==> src/rtl/vec_store_serializer.sv <==
// rtl/vec_store_serializer.sv - writes a LANES x DATA_W vector to memory one word per cycle, lane 0 first.
// Optional per-lane address stride is enabled with VEC_STORE_STRIDE_EN.
module vec_store_serializer #(
    parameter int LANES  = 16,
    parameter int DATA_W = 16,
    parameter int ADDR_W = 16
) (
    input  logic                      clk,
    input  logic                      rst,
    input  logic                      start,
    input  logic [ADDR_W-1:0]         base_addr,
    input  logic [LANES*DATA_W-1:0]   vec_data,
    input  logic [4:0]                src_reg,
`ifdef VEC_STORE_STRIDE_EN
    input  logic [ADDR_W-1:0]         stride,
`endif
    output logic                      busy,
    output logic                      done,
    output logic [4:0]                done_reg,
    output logic                      mem_we,
    output logic [ADDR_W-1:0]         mem_addr,
    output logic [DATA_W-1:0]         mem_wdata,
    input  logic                      mem_ready
);

    localparam int IDX_W = $clog2(LANES);
    localparam logic [IDX_W-1:0] LAST_IDX = IDX_W'(LANES - 1);

    typedef enum logic [1:0] {IDLE, WRITE, DONE} state_t;

    state_t                    state;
    logic [IDX_W-1:0]          idx;
    logic [IDX_W-1:0]          idx_next;
    logic [LANES*DATA_W-1:0]   vec_q;
    logic [4:0]                reg_q;
    logic [ADDR_W-1:0]         step;
    logic [DATA_W-1:0]         next_word;

`ifdef VEC_STORE_STRIDE_EN
    logic [ADDR_W-1:0]         stride_q;
    assign step = stride_q;
`else
    assign step = ADDR_W'(1);
`endif

    assign idx_next  = idx + IDX_W'(1);
    assign next_word = vec_q[int'(idx_next)*DATA_W +: DATA_W];

    // Address advances by accumulation so stride needs only an adder.
    always_ff @(posedge clk or posedge rst) begin
        if (rst) begin
            state     <= IDLE;
            idx       <= '0;
            vec_q     <= '0;
            reg_q     <= '0;
`ifdef VEC_STORE_STRIDE_EN
            stride_q  <= '0;
`endif
            busy      <= 1'b0;
            done      <= 1'b0;
            done_reg  <= '0;
            mem_we    <= 1'b0;
            mem_addr  <= '0;
            mem_wdata <= '0;
        end else begin
            case (state)
                IDLE: begin
                    done <= 1'b0;
                    busy <= 1'b0;
                    if (start) begin
                        vec_q     <= vec_data;
                        reg_q     <= src_reg;
`ifdef VEC_STORE_STRIDE_EN
                        stride_q  <= stride;
`endif
                        idx       <= '0;
                        mem_we    <= 1'b1;
                        mem_addr  <= base_addr;
                        mem_wdata <= vec_data[DATA_W-1:0];
                        busy      <= 1'b1;
                        state     <= WRITE;
                    end
                end
                WRITE: begin
                    if (mem_ready) begin
                        if (idx == LAST_IDX) begin
                            mem_we   <= 1'b0;
                            done     <= 1'b1;
                            done_reg <= reg_q;
                            state    <= DONE;
                        end else begin
                            idx       <= idx_next;
                            mem_addr  <= mem_addr + step;
                            mem_wdata <= next_word;
                        end
                    end
                end
                DONE: begin
                    done  <= 1'b0;
                    busy  <= 1'b0;
                    state <= IDLE;
                end
                default: state <= IDLE;
            endcase
        end
    end

endmodule

==> config.mk <==
export PLATFORM = sky130hd
export DESIGN_NAME = vec_store_serializer
export DESIGN_NICKNAME = d
export VERILOG_FILES = /design/src/rtl/vec_store_serializer.sv
export SDC_FILE = /design/constraint.sdc
export NUM_CORES = 1
export LEC_CHECK = 0
export CAP_MARGIN = 0
export CORE_ASPECT_RATIO = 0.75
export CORE_UTILIZATION = 50
export DETAILED_ROUTE_END_ITERATION = 7
export HOLD_SLACK_MARGIN = 0.08
export PLACE_DENSITY = 0.8
export REMOVE_ABC_BUFFERS = 1
export SETUP_SLACK_MARGIN = 0.5
export SYNTH_ARGS = -nofsm -noshare
export SYNTH_HDL_FRONTEND = slang
export SYNTH_SLANG_ARGS = --single-unit
export TNS_END_PERCENT = 50
==> constraint.sdc <==
create_clock -name clk -period 11.9 [get_ports clk]
set_input_delay 2.38 -clock clk [delete_from_list [all_inputs] [get_ports clk]]
set_output_delay 2.38 -clock clk [all_outputs]
set_load 0.02 [all_outputs]
==> run metrics, run 1 <==
vias per std cell 5.48; pre-CTS setup slack about 6.3 ns; Total GRT Usage ~29%; Setup CP Type input pin to register; Hold Crit Class register to register; fin crit share approximately two fifths; reg2reg end mem_wdata[10]$_DFFE_PP0P_; most frequent cells after synthesis nand2_1, dfrtp_1, clkbuf_1; biggest regs vec_q: 256 flops, mem_addr: 16 flops, mem_wdata: 16 flops; I/O Pins ~320; fraction of layout cells with a size suffix above 1 6.64%; final hold vios 0; Clk pin slew, worst setup/hold paths 0.06 ns; reg2reg start idx[0]$_DFFE_PP0P_; Num Clock Sinks 307; total global routing overflow 0; Clock Skew 0.00808 ns; DP HPWL roughly 26 mm; number of synthesized flops with an enable pin 0; Avg Inst Size Synth 9.16 um2; endpoint class of the critical path register; CTS Hold Bufs 0; Seq/Total Area, Yosys a little over half; Area Overhead vs Synth 31.5%; R2R Setup Slk between 7 and 8 ns; insertion delay to the later sink of the worst-skew pair 0.55 ns; CTS tree built; total power 5.22 mW; post-synth top area share between 50 and 60%; Synth area leader dfrtp_1; DIE HEIGHT 148 um; Critical Path Start start; Final min period 4.93 ns; relative slew slack 10.3%; DRT Wirelength 41.2 mm; CTS buffer count 30; Die W 196 um; CP arrival around 5.4 ns; worst slew pin tran 1.34 ns; share of flip-flops with an asynchronous set or reset 100%; pin count of the biggest net entering global routing 271; H-tree lvl count 1; number of warnings issued by yosys 0; CTS Root Cell clkbuf_16; Startpoint Class input pin; max-slew violation count 0; wire per inst 18.9 um; Final setup viols 0; most common cell in the netlist nand2_1; Resized cells post-CTS 0; routed via count 11900; Peak Freq 203 MHz; Initial Util 51.6%; Worst EP required 12.33 ns; Max-cap violations 0; Seq cells post-synth slightly above 300; Initial DRC Count 1043; status complete, no violations; vias in the first global route 12000; num rows 52; first-pass iteration count of the detailed router 5; core area 27300 um2; Pwr per Cell Area 281 nW/um2; maximum vdd ir drop 0.000190 V; DRT antenna net count 0; Largest Register vec_q; number of flip-flops in the largest register about 260; post-route worst setup slack 6.97 ns; first-pass GRT wire length approximately 65 mm; # nets final 2083; Post-Synthesis Cells around 1500; post-CTS setup buffers 0; P_leak ~9.0 nW; initial antenna violation count 5; RSZ-0062 raised after global routing false; full die area 28900 um2; R2R depth 7; post-synth cell types 45; synth top area cells dfrtp_1, nand2_1, mux4_2, mux2i_1, clkbuf_1; critical-path maximum fanout 249; crit path capture mem_wdata[2]$_DFFE_PP0P_; commonest register cell after synthesis dfrtp_1; drc violations 0; port bufs 320; routability cong. 0.877; Bufs on Longest Clock Path 3; synthesized cell area approximately 14000 um2
-- worst min-delay path by stage --
stage / cells past startpoint / slack, ns / from / endpoint
floorplan: 2 / 0.44 / reg_q[0]$_DFFE_PP0P_ / reg_q[0]$_DFFE_PP0P_
global route: 2 / 0.49 / vec_q[35]$_DFFE_PP0P_ / vec_q[35]$_DFFE_PP0P_
CTS: 2 / 0.47 / vec_q[160]$_DFFE_PP0P_ / vec_q[160]$_DFFE_PP0P_
detailed placement: 2 / 0.46 / vec_q[160]$_DFFE_PP0P_ / vec_q[160]$_DFFE_PP0P_
global placement: 2 / 0.45 / vec_q[170]$_DFFE_PP0P_ / vec_q[170]$_DFFE_PP0P_
finish: 2 / 0.47 / vec_q[160]$_DFFE_PP0P_ / vec_q[160]$_DFFE_PP0P_
-- layout make-up --
class	instances	area (um2)
flip-flops and latches	307	7680
multi-input cells	1129	6030
diodes	4	10.0
repair buffers	330	3320
inverters	2	15.0
well taps	351	439
fillers	2124	8770
clock buffers	44	885
clock inverters	11	180
-- critical path, cell delays in order --
cell and delay [ns]:
clkdlybuf4s50_1 0.54, nor3b_4 0.69, buf_12 0.68, nor2_2 0.50, a221o_1 0.48
-- where the power goes --
| group | internal, mW | switching [mW] |
|---|---|---|
| combinational | 1.04 | 1.35 |
| sequential | 1.52 | 0.283 |
| clock | 0.621 | 0.403 |
| total | 3.18 | 2.04 |
-- metal layers --
metal | vias up | share of wire, % | wire, um | track usage, %
met5 | - | 0.029 | 12 | 0
li1 | 5598 | - | - | -
met3 | 84 | 6.3 | 2580 | 4.54
met2 | 457 | 47 | 19200 | 44.9
met1 | 5789 | 44 | 18200 | 41.3
met4 | 2 | 2.9 | 1170 | 8.67
-- cell usage in the layout, fill, tap and decap left out, types with 2 or more instances in the layout --
| cell type | n |
|---|---|
| o22ai_1 | 6 |
| clkbuf_16 | 31 |
| a22o_1 | 16 |
| and3_1 | 2 |
| nor3_1 | 34 |
| buf_12 | 3 |
| clkinv_2 | 6 |
| mux4_2 | 32 |
| nand3_1 | 13 |
| nor2b_1 | 2 |
| nand2_1 | 814 |
| o21ai_0 | 13 |
| nor2_2 | 3 |
| o32ai_1 | 17 |
| dfrtp_1 | 306 |
| clkbuf_8 | 6 |
| clkbuf_1 | 7 |
| bufinv_16 | 5 |
| xnor2_2 | 2 |
| a221o_1 | 16 |
| diode_2 | 4 |
| a221oi_1 | 6 |
| and4_1 | 3 |
| buf_4 | 7 |
| a32oi_1 | 3 |
| and2_1 | 3 |
| mux2_2 | 5 |
| a21oi_1 | 34 |
| a221oi_2 | 10 |
| clkdlybuf4s50_1 | 320 |
| nand4_1 | 3 |
| nor2_1 | 10 |
| mux2i_1 | 65 |
-- per-stage QoR --
step | utilization (%) | instance area [um2] | instances | setup TNS, ns | hold slack (ns)
2_1_floorplan | - | 13700 | 1438 | -18.04 | 0.440
3_3_place_gp | 64.0 | 17500 | 2119 | 0 | 0.452
3_5_place_dp | 64.0 | 17500 | 2119 | 0 | 0.458
4_1_cts | 67.9 | 18500 | 2174 | 0 | 0.474
5_1_grt | 67.9 | 18600 | 2178 | 0 | 0.487
6_report | 67.9 | 18600 | 2178 | 0 | 0.470
-- cells by family after synthesis --
kind of cell,Yosys count,synth area share [%]
compound gates,128,7.16
xor+xnor,3,0.293
fa+ha+maj,2,0.177
buf+inv,104,3.14
flops,307,54.4
mux,102,10.1
simple gates,894,24.7
Note: power is estimated with default switching activity, not from simulation.
==> run 2, diff against run 1 <==
Clock period 11.9 ns to 5.1 ns, I/O delays scaled along.
==> run 2 against run 1 <==
Clock power increased by 110%; design area is 0.16% lower; hold slack better by 0.0014 ns; largest cell class unchanged; non-clock buffer count increased by 11; routed wire length up 1.1%; global-route usage up 0.54 points; register-to-register slack got worse by 5.7 ns.
==> run metrics, run 2 (same netlist as run 1, synthesis figures left out) <==
post-CTS setup buffers 0 (unchanged); endpoint class of the critical path register; RSZ-0062 raised after global routing false; worst slew pin tran 1.21 ns (-0.138 ns); final hold vios 0 (unchanged); Num Clock Sinks 307 (unchanged); Clock Skew 0.00865 ns (+0.000575 ns); fin crit share 59.4%; maximum vdd ir drop 0.000460 V (+140%); CTS tree built; I/O Pins 321 (unchanged); CTS Root Cell clkbuf_16; insertion delay to the later sink of the worst-skew pair 0.56 ns (about the same); Initial Util 51.6% (unchanged); initial antenna violation count 6 (+1); routability cong. 0.872 (-0.52%); Total GRT Usage 29.1% (+0.54 points); Resized cells post-CTS 0 (unchanged); Pwr per Cell Area 648 nW/um2 (+130%); Worst EP required 5.54 ns (-6.79 ns); Area Overhead vs Synth 31.3%; met3 Usage GRT 5.66% (+1.1 points); hold_ws 0.471 ns (+0.00135 ns); Bufs on Longest Clock Path 3 (unchanged); pin count of the biggest net entering global routing 269 (-0.74%); CP arrival 3.47 ns (-1.89 ns); num rows 52 (unchanged); core area 27300 um2 (unchanged); total global routing overflow 0 (unchanged); critical-path maximum fanout 41 (-84%); DRT Wirelength 41.6 mm (+1.1%); status complete, no violations; Startpoint Class register; relative slew slack 19.5% (+9.1 points); max-slew violation count 0 (unchanged); DRT antenna net count 0 (unchanged); port bufs 320 (unchanged); wire per inst 19.0 um (+0.73%); Clk pin slew, worst setup/hold paths 0.06 ns (about the same); vias per std cell 5.50 (+0.45%); commonest non-fill, non-tap cell in the layout nand2_1; grt met1 use 41.0% (-0.21 points); Setup CP Type register to register; Util after Layout 67.8% (-0.11 points); Final min period between 3 and 4 ns; first-pass GRT wire length 65.9 mm (+1.6%); commonest non-fill, non-tap cells in the layout nand2_1, clkdlybuf4s50_1, dfrtp_1; # nets final 2094 (+0.53%); DP HPWL 27.5 mm (+4.2%); Die W 196 um (unchanged); H-tree lvl count 1 (unchanged); CTS Hold Bufs 0 (unchanged); CTS buffer count 30 (unchanged); Final setup viols 0 (unchanged); gr busiest metal met2; first-pass iteration count of the detailed router 5 (unchanged); setup_tns 0 ns (unchanged); drc violations 0 (unchanged); Peak Freq 330 MHz; DIE HEIGHT 148 um (unchanged); P_leak 8.96 nW (-0.10%); routed via count 12000 (+0.82%); met2 usage 46.0% (+1.1 points); Hold Crit Class register to register; fraction of layout cells with a size suffix above 1 6.88% (+0.24 points); full die area 28900 um2 (unchanged); Max-cap violations 0 (unchanged); Largest Register vec_q; vias in the first global route 12100 (+1.1%); biggest regs vec_q: 256 flops, mem_addr: 16 flops, mem_wdata: 16 flops; Initial DRC Count 1063 (+1.9%); number of flip-flops in the largest register 256 (unchanged)
run 2: worst max-delay path, cell delays in order, from the launching register on:
cell	delay [ns]
dfrtp_1	0.43
ha_4	0.85
buf_4	0.39
buf_4	0.30
mux2i_1	0.40
a221oi_2	0.16
a221o_1	0.38
run 2: path summary, 6_finish.rpt:
path	from	cells past startpoint	slack, ns	end
worst max-delay path	idx[1]$_DFFE_PP0P_	6	2.07	mem_wdata[0]$_DFFE_PP0P_
max in group asynchronous	rst	3	2.99	vec_q[180]$_DFFE_PP0P_
worst max register to register	idx[1]$_DFFE_PP0P_	6	2.07	mem_wdata[0]$_DFFE_PP0P_
min in group asynchronous	rst	2	1.03	vec_q[159]$_DFFE_PP0P_
worst min register to register	vec_q[236]$_DFFE_PP0P_	2	0.47	vec_q[236]$_DFFE_PP0P_
worst min-delay path	vec_q[236]$_DFFE_PP0P_	2	0.47	vec_q[236]$_DFFE_PP0P_
run 2: where the power goes:
part / internal [mW] / switching [mW]
Clock: 1.20 / 0.934
Combinational: 2.48 / 3.19
Sequential: 3.55 / 0.661
run 2: metrics by stage:
| stage | std cells | setup slack [ns] | area (um2) | power, mW |
|---|---|---|---|---|
| 6_report | 2186 | 2.07 | 18500 | 12.0 |
| 5_1_grt | 2186 | 1.91 | 18500 | 12.8 |
| 4_1_cts | 2182 | 2.01 | 18500 | 12.1 |
| 3_5_place_dp | 2130 | 1.51 | 17600 | 9.88 |
| 3_3_place_gp | 2130 | 1.56 | 17600 | 9.68 |
| 2_1_floorplan | 1438 | -6.35 | 13700 | 8.03 |
run 2: cell type report:
cell class	count	area, um2
clock buffers	47	896
repair buffers	341	3420
fillers	2149	8800
well taps	351	439
inverters	2	15.0
flip-flops and latches	307	7680
diodes	4	10.0
clock inverters	5	32.5
multi-input cells	1129	6030
run 2: layer usage:
metal  wire length (um)  share of wire, %
met1              18000                43
met2              19300                46
met3               3190               7.7
met4               1130               2.7
met5                 26             0.062
==> RTL edit, RTL diff (settings of run 2) <==
The 3 states of `state_t` get a one-hot encoding in 3 bits.
--- a/src/rtl/vec_store_serializer.sv
+++ b/src/rtl/vec_store_serializer.sv
@@ -28,3 +28,3 @@
 
-    typedef enum logic [1:0] {IDLE, WRITE, DONE} state_t;
+    typedef enum logic [2:0] {IDLE = 3'b001, WRITE = 3'b010, DONE = 3'b100} state_t;
 
Behaviour: same outputs for any inputs over 4 cycles, from zero or initial values and one cycle with rst high; so few cycles prove little.
==> RTL edit against run 2 <==
Sequential cell count up 1; cell area up 0.26%; synthesized area down 0.29%; clock power up 9.4%; core utilization up 0.17 points; sequential share of layout area about the same; setup slack worse by 0.092 ns; routed wire length down 6.7%; power down 12%; highest routed layer unchanged.
==> RTL edit: results (changes against run 2) <==
The run finished with clean final reports. The average wire length per cell after detail routing came to 18.1 um (-5.0%). The maximum clock skew at final layout is 0.0122 ns (+0.00353 ns). The switching share of power was 0.356 (-0.0429). The total of max-cap violations is 0 (unchanged). The overall fraction of global-route tracks in use is 0.274 (-0.0173). On the critical path the largest part of the delay comes from flip-flops. The largest fanout of any net on the critical path was 30 (-27%). The commonest cells after synthesis are 812 x nand2_1, 307 x dfrtp_1, 64 x mux4_2. The worst-margin pin slew is 1.20 ns (-0.00499 ns). The number of antenna violations at the first check in global routing is 7 (+1). The worst supply voltage drop on vdd came out at 306 uV (-33%).

The cell with the largest stage delay on the worst path is dfrtp_4. The final estimated routing congestion in global placement is 0.906 (+3.8%). The number of fill cells was 2115 (-1.6%). The largest net degree at the start of global routing is 146 (-46%). The first-iteration detailed-routing DRC count is 858 (-19%). The post-placement cell area is 0.0175 mm2 (-0.43%). The number of nets at the end of the flow came out at 2050 (-2.1%). The unique cell type count in the Yosys netlist came out at 46 (+2.2%).

The stage delay of the slowest cell on the critical path is 0.70 ns (-0.15 ns). The critical path arrival came to 3.55 ns (+0.08 ns). The startpoint of the most critical hold path is vec_q[115]$_DFFE_PP0P_. The critical path starts at idx[0]$_DFFE_PP0P_. In the post-synthesis netlist, the biggest area contributors are dfrtp_1 55%, nand2_1 22%, mux4_2 10%, buf_2 1.8%, a21oi_1 1.2%.

The layout-stage area growth over the synthesis result is 32.0%. The vias after detailed routing came out at 11651 (-3.1%). The post-placement worst setup slack is 1.64 ns (+0.129 ns). The leakage component of the power came to 0.00880 uW (-1.8%). The layout cell share with drive strength beyond 1 came to 0.0893 (+0.0205). The post-DP HPWL came to 25900 um (-5.9%). The first-pass GRT wire length came out at 61900 um (-6.1%).
==> RTL edit: cell types whose count changed after synthesis, sizes merged, moves of 16 or more <==
cell	delta
a211oi	+16
a21boi	+16
a221o	-16
a221oi	-16
buf	+30
clkbuf	-41
mux2i	-65
mux4	+32
nor2	+17
nor3	-30
o31ai	+17
o32ai	-17
==> RTL edit: final cells by class <==
type,instances,share of cell area
flip-flops and latches,308,0.415
multi-input cells,1087,0.321
inverters,4,0.00121
clock inverters,9,0.00674
diodes,4,0.000539
well taps,351,0.0236
clock buffers,47,0.0498
repair buffers,336,0.182
==> RTL edit: power by group through the flow <==
stage | registers (uW) | logic, uW | clock network [uW]
global route | 4430 | 4340 | 2460
global placement | 4240 | 3770 | 0
floorplan | 4260 | 2750 | 0
detailed placement | 4310 | 3900 | 0
CTS | 4280 | 3940 | 2370
finish | 4300 | 3900 | 2330
==> RTL edit: logic make-up after synthesis <==
group,synth area share
compound gates,0.0638
simple gates,0.245
xor+xnor,0.00240
buf+inv,0.0323
mux,0.106
flops,0.548
fa+ha+maj,0.00178
==> RTL edit: worst min-delay path: stages (launching register included) <==
cell and delay [ns]:
dfrtp_1 0.34, nand2_1 0.05, nand2_1 0.05
==> RTL edit: stage by stage <==
step / hold slack, ns / setup TNS (ns) / cells
5_1_grt: 0.486 / 0 / 2144
6_report: 0.468 / 0 / 2146
3_5_place_dp: 0.457 / 0 / 2086
2_1_floorplan: 0.440 / -1492.33 / 1399
3_3_place_gp: 0.452 / 0 / 2086
4_1_cts: 0.473 / 0 / 2142
==> RTL edit: final timing paths <==
kind / end / slack [ns] / depth (start not counted)
worst max-delay path: mem_wdata[9]$_DFFE_PP0P_ / 1.98 / 6
worst max register to register: mem_wdata[9]$_DFFE_PP0P_ / 1.98 / 6
min in group asynchronous: mem_addr[2]$_DFFE_PP0P_ / 1.07 / 2
max in group asynchronous: vec_q[123]$_DFFE_PP0P_ / 2.89 / 3
worst min register to register: vec_q[115]$_DFFE_PP0P_ / 0.47 / 2
worst min-delay path: vec_q[115]$_DFFE_PP0P_ / 0.47 / 2
==> RTL edit: metal layers <==
metal / share of wire / vias to the layer above / track usage
met5: 0.0012 / - / 0
met4: 0.017 / 8 / 0.0688
met3: 0.096 / 63 / 0.0774
met2: 0.47 / 477 / 0.438
met1: 0.41 / 5682 / 0.372
li1: - / 5421 / -
